`src/rtl/cpu_pkg.sv`:
```
// Shared types for the forwarding/hazard control slice: mux selects,
// pipeline tracking entries and the operand-select helper functions.
package cpu_pkg;

    typedef enum logic [1:0] {
        FWD_REG = 2'b00,
        FWD_ALU = 2'b01,
        FWD_DW  = 2'b10
    } fwd_sel_t;

    localparam logic [4:0] XZR = 5'd31;

    typedef struct packed {
        logic       valid;
        logic [4:0] rd;
        logic       wr;
        logic       ld;
        logic       fs;
    } trk_t;

    // Youngest producer wins; XZR reads always come from the register file.
    function automatic fwd_sel_t fwd_select(input logic use_src, input logic [4:0] src,
                                            input trk_t ex, input trk_t mem);
        fwd_sel_t sel;
        sel = FWD_REG;
        if (use_src && src != XZR) begin
            if (ex.valid && ex.wr && ex.rd == src)
                sel = FWD_ALU;
            else if (mem.valid && mem.wr && mem.rd == src)
                sel = FWD_DW;
        end
        return sel;
    endfunction

    function automatic logic load_hit(input logic use_src, input logic [4:0] src,
                                      input trk_t ex);
        return use_src && src != XZR && ex.valid && ex.ld && ex.rd == src;
    endfunction

endpackage

```
`src/rtl/forward_hazard_unit_if.sv`:
```
// Decode-stage request and forwarding/stall response bundle.
interface forward_hazard_unit_if
    import cpu_pkg::*;
#(
    parameter int CNT_W = 16
);
    logic             id_valid;
    logic [4:0]       id_rn;
    logic [4:0]       id_rm;
    logic             id_use_rn;
    logic             id_use_rm;
    logic [4:0]       id_rd;
    logic             id_reg_write;
    logic             id_mem_read;
    logic             id_flag_set;
    logic             id_flag_read;
    logic             flush;
    logic             stall;
    fwd_sel_t         forward_ctrl_one;
    fwd_sel_t         forward_ctrl_two;
    logic [CNT_W-1:0] stall_count;

    modport master (
        output id_valid, id_rn, id_rm, id_use_rn, id_use_rm, id_rd,
               id_reg_write, id_mem_read, id_flag_set, id_flag_read, flush,
        input  stall, forward_ctrl_one, forward_ctrl_two, stall_count
    );

    modport slave (
        input  id_valid, id_rn, id_rm, id_use_rn, id_use_rm, id_rd,
               id_reg_write, id_mem_read, id_flag_set, id_flag_read, flush,
        output stall, forward_ctrl_one, forward_ctrl_two, stall_count
    );
endinterface

```
`src/rtl/hazard_stage_reg.sv`:
```
// One pipeline tracking stage; a bubble loads an all-zero (invalid) entry.
module hazard_stage_reg
    import cpu_pkg::*;
(
    input  logic clk,
    input  logic reset,
    input  logic bubble,
    input  trk_t d,
    output trk_t q
);
    always_ff @(posedge clk or negedge reset) begin
        if (!reset)
            q <= '0;
        else if (bubble)
            q <= '0;
        else
            q <= d;
    end
endmodule

```
`src/rtl/forward_hazard_unit.sv`:
```
// Forwarding-select and load-use/flag-use stall control for the decode stage,
// with a saturating stall counter for performance debug.
module forward_hazard_unit
    import cpu_pkg::*;
#(
    parameter int CNT_W = 16
)(
    input  logic                  clk,
    input  logic                  reset,
    forward_hazard_unit_if.slave  bus
);
    trk_t             id_trk;
    trk_t             ex_trk;
    trk_t             mem_trk;
    logic             load_use;
    logic             flag_haz;
    logic             stall;
    logic             ex_bubble;
    logic [CNT_W-1:0] stall_cnt_reg;

    always_comb begin
        id_trk       = '0;
        id_trk.valid = 1'b1;
        id_trk.rd    = bus.id_rd;
        id_trk.wr    = bus.id_reg_write && (bus.id_rd != XZR);
        id_trk.ld    = bus.id_mem_read;
        id_trk.fs    = bus.id_flag_set;
    end

    always_comb begin
        load_use  = load_hit(bus.id_use_rn, bus.id_rn, ex_trk) ||
                    load_hit(bus.id_use_rm, bus.id_rm, ex_trk);
        flag_haz  = bus.id_flag_read && ex_trk.valid && ex_trk.fs;
        // Flush wins over stall: the killed instruction becomes a bubble instead.
        stall     = bus.id_valid && !bus.flush && (load_use || flag_haz);
        ex_bubble = !bus.id_valid || bus.flush || stall;
    end

    hazard_stage_reg u_ex_stage (
        .clk    (clk),
        .reset  (reset),
        .bubble (ex_bubble),
        .d      (id_trk),
        .q      (ex_trk)
    );

    // MEM always takes the old EX entry, even while EX receives a bubble.
    hazard_stage_reg u_mem_stage (
        .clk    (clk),
        .reset  (reset),
        .bubble (1'b0),
        .d      (ex_trk),
        .q      (mem_trk)
    );

    always_ff @(posedge clk or negedge reset) begin
        if (!reset)
            stall_cnt_reg <= '0;
        else if (stall && (stall_cnt_reg != {CNT_W{1'b1}}))
            stall_cnt_reg <= stall_cnt_reg + 1'b1;
    end

    always_comb begin
        bus.stall            = stall;
        bus.stall_count      = stall_cnt_reg;
        bus.forward_ctrl_one = fwd_select(bus.id_use_rn, bus.id_rn, ex_trk, mem_trk);
        bus.forward_ctrl_two = fwd_select(bus.id_use_rm, bus.id_rm, ex_trk, mem_trk);
        if (stall) begin
            bus.forward_ctrl_one = FWD_REG;
            bus.forward_ctrl_two = FWD_REG;
        end
    end
endmodule

```
`src/flat_wrapper.sv`:
```
// flat-port wrapper written by rule: the top's interface ports become plain ports
module forward_hazard_unit_flat import cpu_pkg::*;
#(
    parameter int CNT_W = 16
)
  (clk, reset, bus_id_valid, bus_id_rn, bus_id_rm, bus_id_use_rn, bus_id_use_rm, bus_id_rd, bus_id_reg_write, bus_id_mem_read, bus_id_flag_set, bus_id_flag_read, bus_flush, bus_stall, bus_forward_ctrl_one, bus_forward_ctrl_two, bus_stall_count);
  forward_hazard_unit_if #(.CNT_W(CNT_W)) bus_i ();
  input  logic clk;
  input  logic reset;
  input wire logic [$bits(bus_i.id_valid)-1:0] bus_id_valid;
  input wire logic [$bits(bus_i.id_rn)-1:0] bus_id_rn;
  input wire logic [$bits(bus_i.id_rm)-1:0] bus_id_rm;
  input wire logic [$bits(bus_i.id_use_rn)-1:0] bus_id_use_rn;
  input wire logic [$bits(bus_i.id_use_rm)-1:0] bus_id_use_rm;
  input wire logic [$bits(bus_i.id_rd)-1:0] bus_id_rd;
  input wire logic [$bits(bus_i.id_reg_write)-1:0] bus_id_reg_write;
  input wire logic [$bits(bus_i.id_mem_read)-1:0] bus_id_mem_read;
  input wire logic [$bits(bus_i.id_flag_set)-1:0] bus_id_flag_set;
  input wire logic [$bits(bus_i.id_flag_read)-1:0] bus_id_flag_read;
  input wire logic [$bits(bus_i.flush)-1:0] bus_flush;
  output wire logic [$bits(bus_i.stall)-1:0] bus_stall;
  output wire logic [$bits(bus_i.forward_ctrl_one)-1:0] bus_forward_ctrl_one;
  output wire logic [$bits(bus_i.forward_ctrl_two)-1:0] bus_forward_ctrl_two;
  output wire logic [$bits(bus_i.stall_count)-1:0] bus_stall_count;
  assign bus_i.id_valid = bus_id_valid;
  assign bus_i.id_rn = bus_id_rn;
  assign bus_i.id_rm = bus_id_rm;
  assign bus_i.id_use_rn = bus_id_use_rn;
  assign bus_i.id_use_rm = bus_id_use_rm;
  assign bus_i.id_rd = bus_id_rd;
  assign bus_i.id_reg_write = bus_id_reg_write;
  assign bus_i.id_mem_read = bus_id_mem_read;
  assign bus_i.id_flag_set = bus_id_flag_set;
  assign bus_i.id_flag_read = bus_id_flag_read;
  assign bus_i.flush = bus_flush;
  assign bus_stall = bus_i.stall;
  assign bus_forward_ctrl_one = bus_i.forward_ctrl_one;
  assign bus_forward_ctrl_two = bus_i.forward_ctrl_two;
  assign bus_stall_count = bus_i.stall_count;
  forward_hazard_unit #(.CNT_W(CNT_W)) u_core (.clk(clk), .reset(reset), .bus(bus_i));
endmodule
```
`config.mk`:
```
export PLATFORM = sky130hd
export DESIGN_NAME = forward_hazard_unit_flat
export DESIGN_NICKNAME = d
export VERILOG_FILES = /design/src/rtl/cpu_pkg.sv /design/src/rtl/forward_hazard_unit_if.sv /design/src/rtl/hazard_stage_reg.sv /design/src/rtl/forward_hazard_unit.sv /design/src/flat_wrapper.sv
export SDC_FILE = /design/constraint.sdc
export NUM_CORES = 1
export LEC_CHECK = 0
export ABC_AREA = 1
export CAP_MARGIN = 20
export CORE_MARGIN = 2
export CORE_UTILIZATION = 45
export DETAILED_ROUTE_END_ITERATION = 12
export PLACE_DENSITY = 0.86
export SYNTH_ARGS = -nofsm -noshare
export SYNTH_HDL_FRONTEND = slang
export SYNTH_SLANG_ARGS = --single-unit
export TNS_END_PERCENT = 5
```
`constraint.sdc`:
```
create_clock -name clk -period 1.5 [get_ports clk]
set_input_delay 0.3 -clock clk [delete_from_list [all_inputs] [get_ports clk]]
set_output_delay 0.3 -clock clk [all_outputs]
set_load 0.02 [all_outputs]
```
==> impl_results.md <==
* Number of buffer and inverter stages on the critical path at 4
* CP Launch Type: flop
* Post-synthesis instance area at a little over 0.002 mm2
* Placed cell area at approximately 0.0028 mm2
* Number of instances in the synthesized netlist at approximately 270
* Critical setup path kind: reg2out
* Number of clock buffers inserted by TritonCTS at 5
* Maximum vdd ir drop at approximately 0.38 mV
* Commonest non-fill, non-tap cell in the layout: sky130_fd_sc_hd__nand2_1
* Distinct cell type count after synthesis at 30
* Mean area per synthesized cell at about 7.6 um2
* Die width at approximately 70 um
* Count of final hold-check violations at 0
* Final Wtd Congestion at around 0.91
* Cell with the biggest individual delay on the critical path: sky130_fd_sc_hd__dfrtp_1
* TritonCTS Sinks at 32
* Fraction of layout cells with a size suffix above 1 at roughly 27%
* DRC marker count from the first detailed-route iteration at 287
* Total via count in the routed design at about 2100
* Final setup viols at 30
* First-pass GRT wire length at roughly 9500 um
* P_leak at 1.57 nW
* Std-Cell Rows at 24
* Max frequency at roughly 490 MHz
* Top fanout value on the critical path at 5
* DRC violations left at 0
* Cell class contributing the biggest share of worst-path delay: simple AND/OR/NAND/NOR gates
* CP max stage delay at 440 ps
* DP Cell Count at slightly below 400
* Insertion delay of the later-clocked pin in the worst-skew pair at just under 300 ps
* Transition time at the pin with the least slew margin at roughly 370 ps
* Worst Setup Slack post-DPL at -1130 ps
* Number of nets still failing antenna checks after routing at 0
* Largest net degree at the start of global routing at 33
* Post-detailed-placement half-perimeter wirelength at roughly 4100 um
* Total inserted antenna cells at 0
* Root buffer selected by CTS: sky130_fd_sc_hd__clkbuf_8
* Crit share post-route at 136%
* Fill cells at a little over 300
* Failing checks: setup timing
* Slew Limit Fails at 0
* Required time worst endpoint at roughly 1200 ps
* Final Cell Area at between 0.003 and 0.004 mm2
* Number of nets in the layout at roughly 380
* Clk slew on worst S/H paths at 70 ps
* Number of nets produced by synthesis at approximately 300
* Reg2reg setup slack at -410 ps
* Die Y at ~70 um
* Buffer levels on the longest clock path at 2
* Number of global-route vias before repair at 2041
* Overall routing resource usage at a little under a quarter
* Routed wirelength normalized by instance count at roughly 14 um
* Class of the tightest hold or removal check: in2async
* Vias/cell at 5.13
* Detailed-route wire length at 5560 um
* Time the worst path needs with I/O delays and setup at ~2000 ps
* Total of warnings raised by yosys at 0
* H-Tree Level Count at 2
* Critical Path End Type: primary output
* Synthesized flop and latch total at 32
* Worst clock skew on the final layout at between 9 and 10 ps
* Worst slew margin relative to its limit at about three quarters
* Post-route insts no fill at around 410
* Number of placed I/O pins at 46
* Power per cell area at between 600 and 700 mW/mm2
* Clock tree from TritonCTS: built
* Result of the run: finished with violations
* Number of antenna violations at the first check in global routing at 0
* Count of maximum capacitance violations at 0
* Commonest cells after routing, fill and taps aside: sky130_fd_sc_hd__nand2_1, sky130_fd_sc_hd__buf_4, sky130_fd_sc_hd__dfrtp_1
* Detailed-router iteration count before antenna repair at 4
* Die footprint at between 0.005 and 0.006 mm2
* Layout area overhead at 48.0%
* Overflow left after global routing at 0
* Worst path arrival time at around 1700 ps
* Setup repair after global routing missed its margin: true
* Input/output buffers at 45
* Effective utilization at floorplan at a little under half
* Cell-by-cell trace of the critical path: buf_6 > inv_2 > nand2_1 > nand2_1 > nand3_2 > nor2_4 > nand2_2 > nand3_4 > nand2_4 > inv_8 > nor2_4 > buf_6
* Core area at between 0.004 and 0.005 mm2
* Final WS setup at -543 ps
* Sequential element share of the synthesized area at between 30% and 40%
==> repair_timing <==
action | 4_1_cts | 5_1_grt
resized for setup | 69 | 5
pin swaps | 13 | 6
hold buffers | 0 | 0
buffers inserted | 5 | 0
hold endpoints to repair | 0 | 0
endpoints found under the setup margin | 46 | 30
==> worst paths after layout <==
path / from / endpoint / cells past startpoint
max in group asynchronous: reset / u_core.bus.stall_count[0] / 2
min in group clk: u_core.u_ex_stage.q[2] / u_core.u_mem_stage.q[2] / 0
worst max register to register: u_core.u_ex_stage.q[7] / u_core.bus.stall_count[2] / 13
worst min register to register: u_core.u_ex_stage.q[2] / u_core.u_mem_stage.q[2] / 0
worst min-delay path: reset / u_core.u_mem_stage.q[7] / 2
worst max-delay path: u_core.u_ex_stage.q[7] / bus_forward_ctrl_one[0] / 12
==> stage by stage <==
step           setup TNS (ps)  hold slack, ps  util [%]  power (mW)
3_3_place_gp           -18590             428      64.8        1.18
5_1_grt                -11970             390      69.3        2.07
3_5_place_dp           -20880             431      64.8        1.19
4_1_cts                 -8050             378      68.9        2.00
2_1_floorplan           -1540            4.41         -        1.02
6_report                -8860             364      69.3        2.00
==> metal layers <==
metal / GRT usage [%] / vias to the layer above / share of wire (%)
li1: - / 1022 / -
met1: 31.4 / 952 / 42
met2: 38.3 / 99 / 50
met3: 4.78 / 8 / 6.7
met4: 7.97 / 0 / 1.6
met5: 0 / - / 0
==> final cells by class <==
| cell class | instances | area (um2) | share of cell area, % |
|---|---|---|---|
| flip-flops and latches | 32 | 802 | 26.6 |
| multi-input cells | 194 | 1150 | 38.0 |
| clock inverters | 2 | 35.0 | 1.16 |
| well taps | 52 | 65.1 | 2.15 |
| inverters | 37 | 148 | 4.89 |
| clock buffers | 6 | 72.6 | 2.40 |
| repair buffers | 83 | 749 | 24.8 |
==> flip-flops by register name, summed over array words and instances (netlist names) <==
signal / count
u_core.bus.stall_count: 16
u_core.u_ex_stage.q: 9
u_core.u_mem_stage.q: 7
==> cell families after synthesis <==
group	Yosys count	share of synthesized area (%)
DFF	32	39.3
adders and majority gates	1	0.613
AOI/OAI and AO/OA	5	1.35
buffers and inverters	43	9.08
and+or+nand+nor	169	41.5
xor gates and xnor gates	19	8.16
==> cell usage after synthesis <==
master	n	area share (%)
sky130_fd_sc_hd__nand2_1	73	13
sky130_fd_sc_hd__dfrtp_1	32	39
sky130_fd_sc_hd__inv_1	31	5.7
sky130_fd_sc_hd__nor2_1	27	5.0
sky130_fd_sc_hd__nand3_1	20	4.9
sky130_fd_sc_hd__nand4_1	20	6.1
sky130_fd_sc_hd__nand2_2	13	4.0
sky130_fd_sc_hd__xnor2_1	10	4.3
sky130_fd_sc_hd__xor2_1	9	3.9
sky130_fd_sc_hd__inv_2	4	0.74
sky130_fd_sc_hd__nor2_4	3	1.7
sky130_fd_sc_hd__a21oi_1	2	0.49
sky130_fd_sc_hd__clkbuf_1	2	0.37
sky130_fd_sc_hd__clkinv_1	2	0.37
sky130_fd_sc_hd__nand3_2	2	0.98
sky130_fd_sc_hd__nand3_4	2	1.7
sky130_fd_sc_hd__nor2_2	2	0.61
sky130_fd_sc_hd__nor4_1	2	0.61
sky130_fd_sc_hd__o21ai_0	2	0.49
sky130_fd_sc_hd__a21boi_0	1	0.37
sky130_fd_sc_hd__buf_2	1	0.25
sky130_fd_sc_hd__buf_4	1	0.37
sky130_fd_sc_hd__buf_6	1	0.55
sky130_fd_sc_hd__buf_8	1	0.74
sky130_fd_sc_hd__ha_1	1	0.61
sky130_fd_sc_hd__nand4_2	1	0.61
sky130_fd_sc_hd__nand4_4	1	1.0
sky130_fd_sc_hd__nor2b_1	1	0.31
sky130_fd_sc_hd__nor3_1	1	0.25
sky130_fd_sc_hd__or2_2	1	0.31
==> power breakdown <==
part | switching, mW | leakage (nW) | internal, mW
clock | 0.322 | 0.0552 | 0.492
combinational | 0.148 | 1.08 | 0.129
sequential | 0.0197 | 0.436 | 0.886
total | 0.489 | 1.57 | 1.51
No activity file was read; power rests on OpenSTA's default activity.
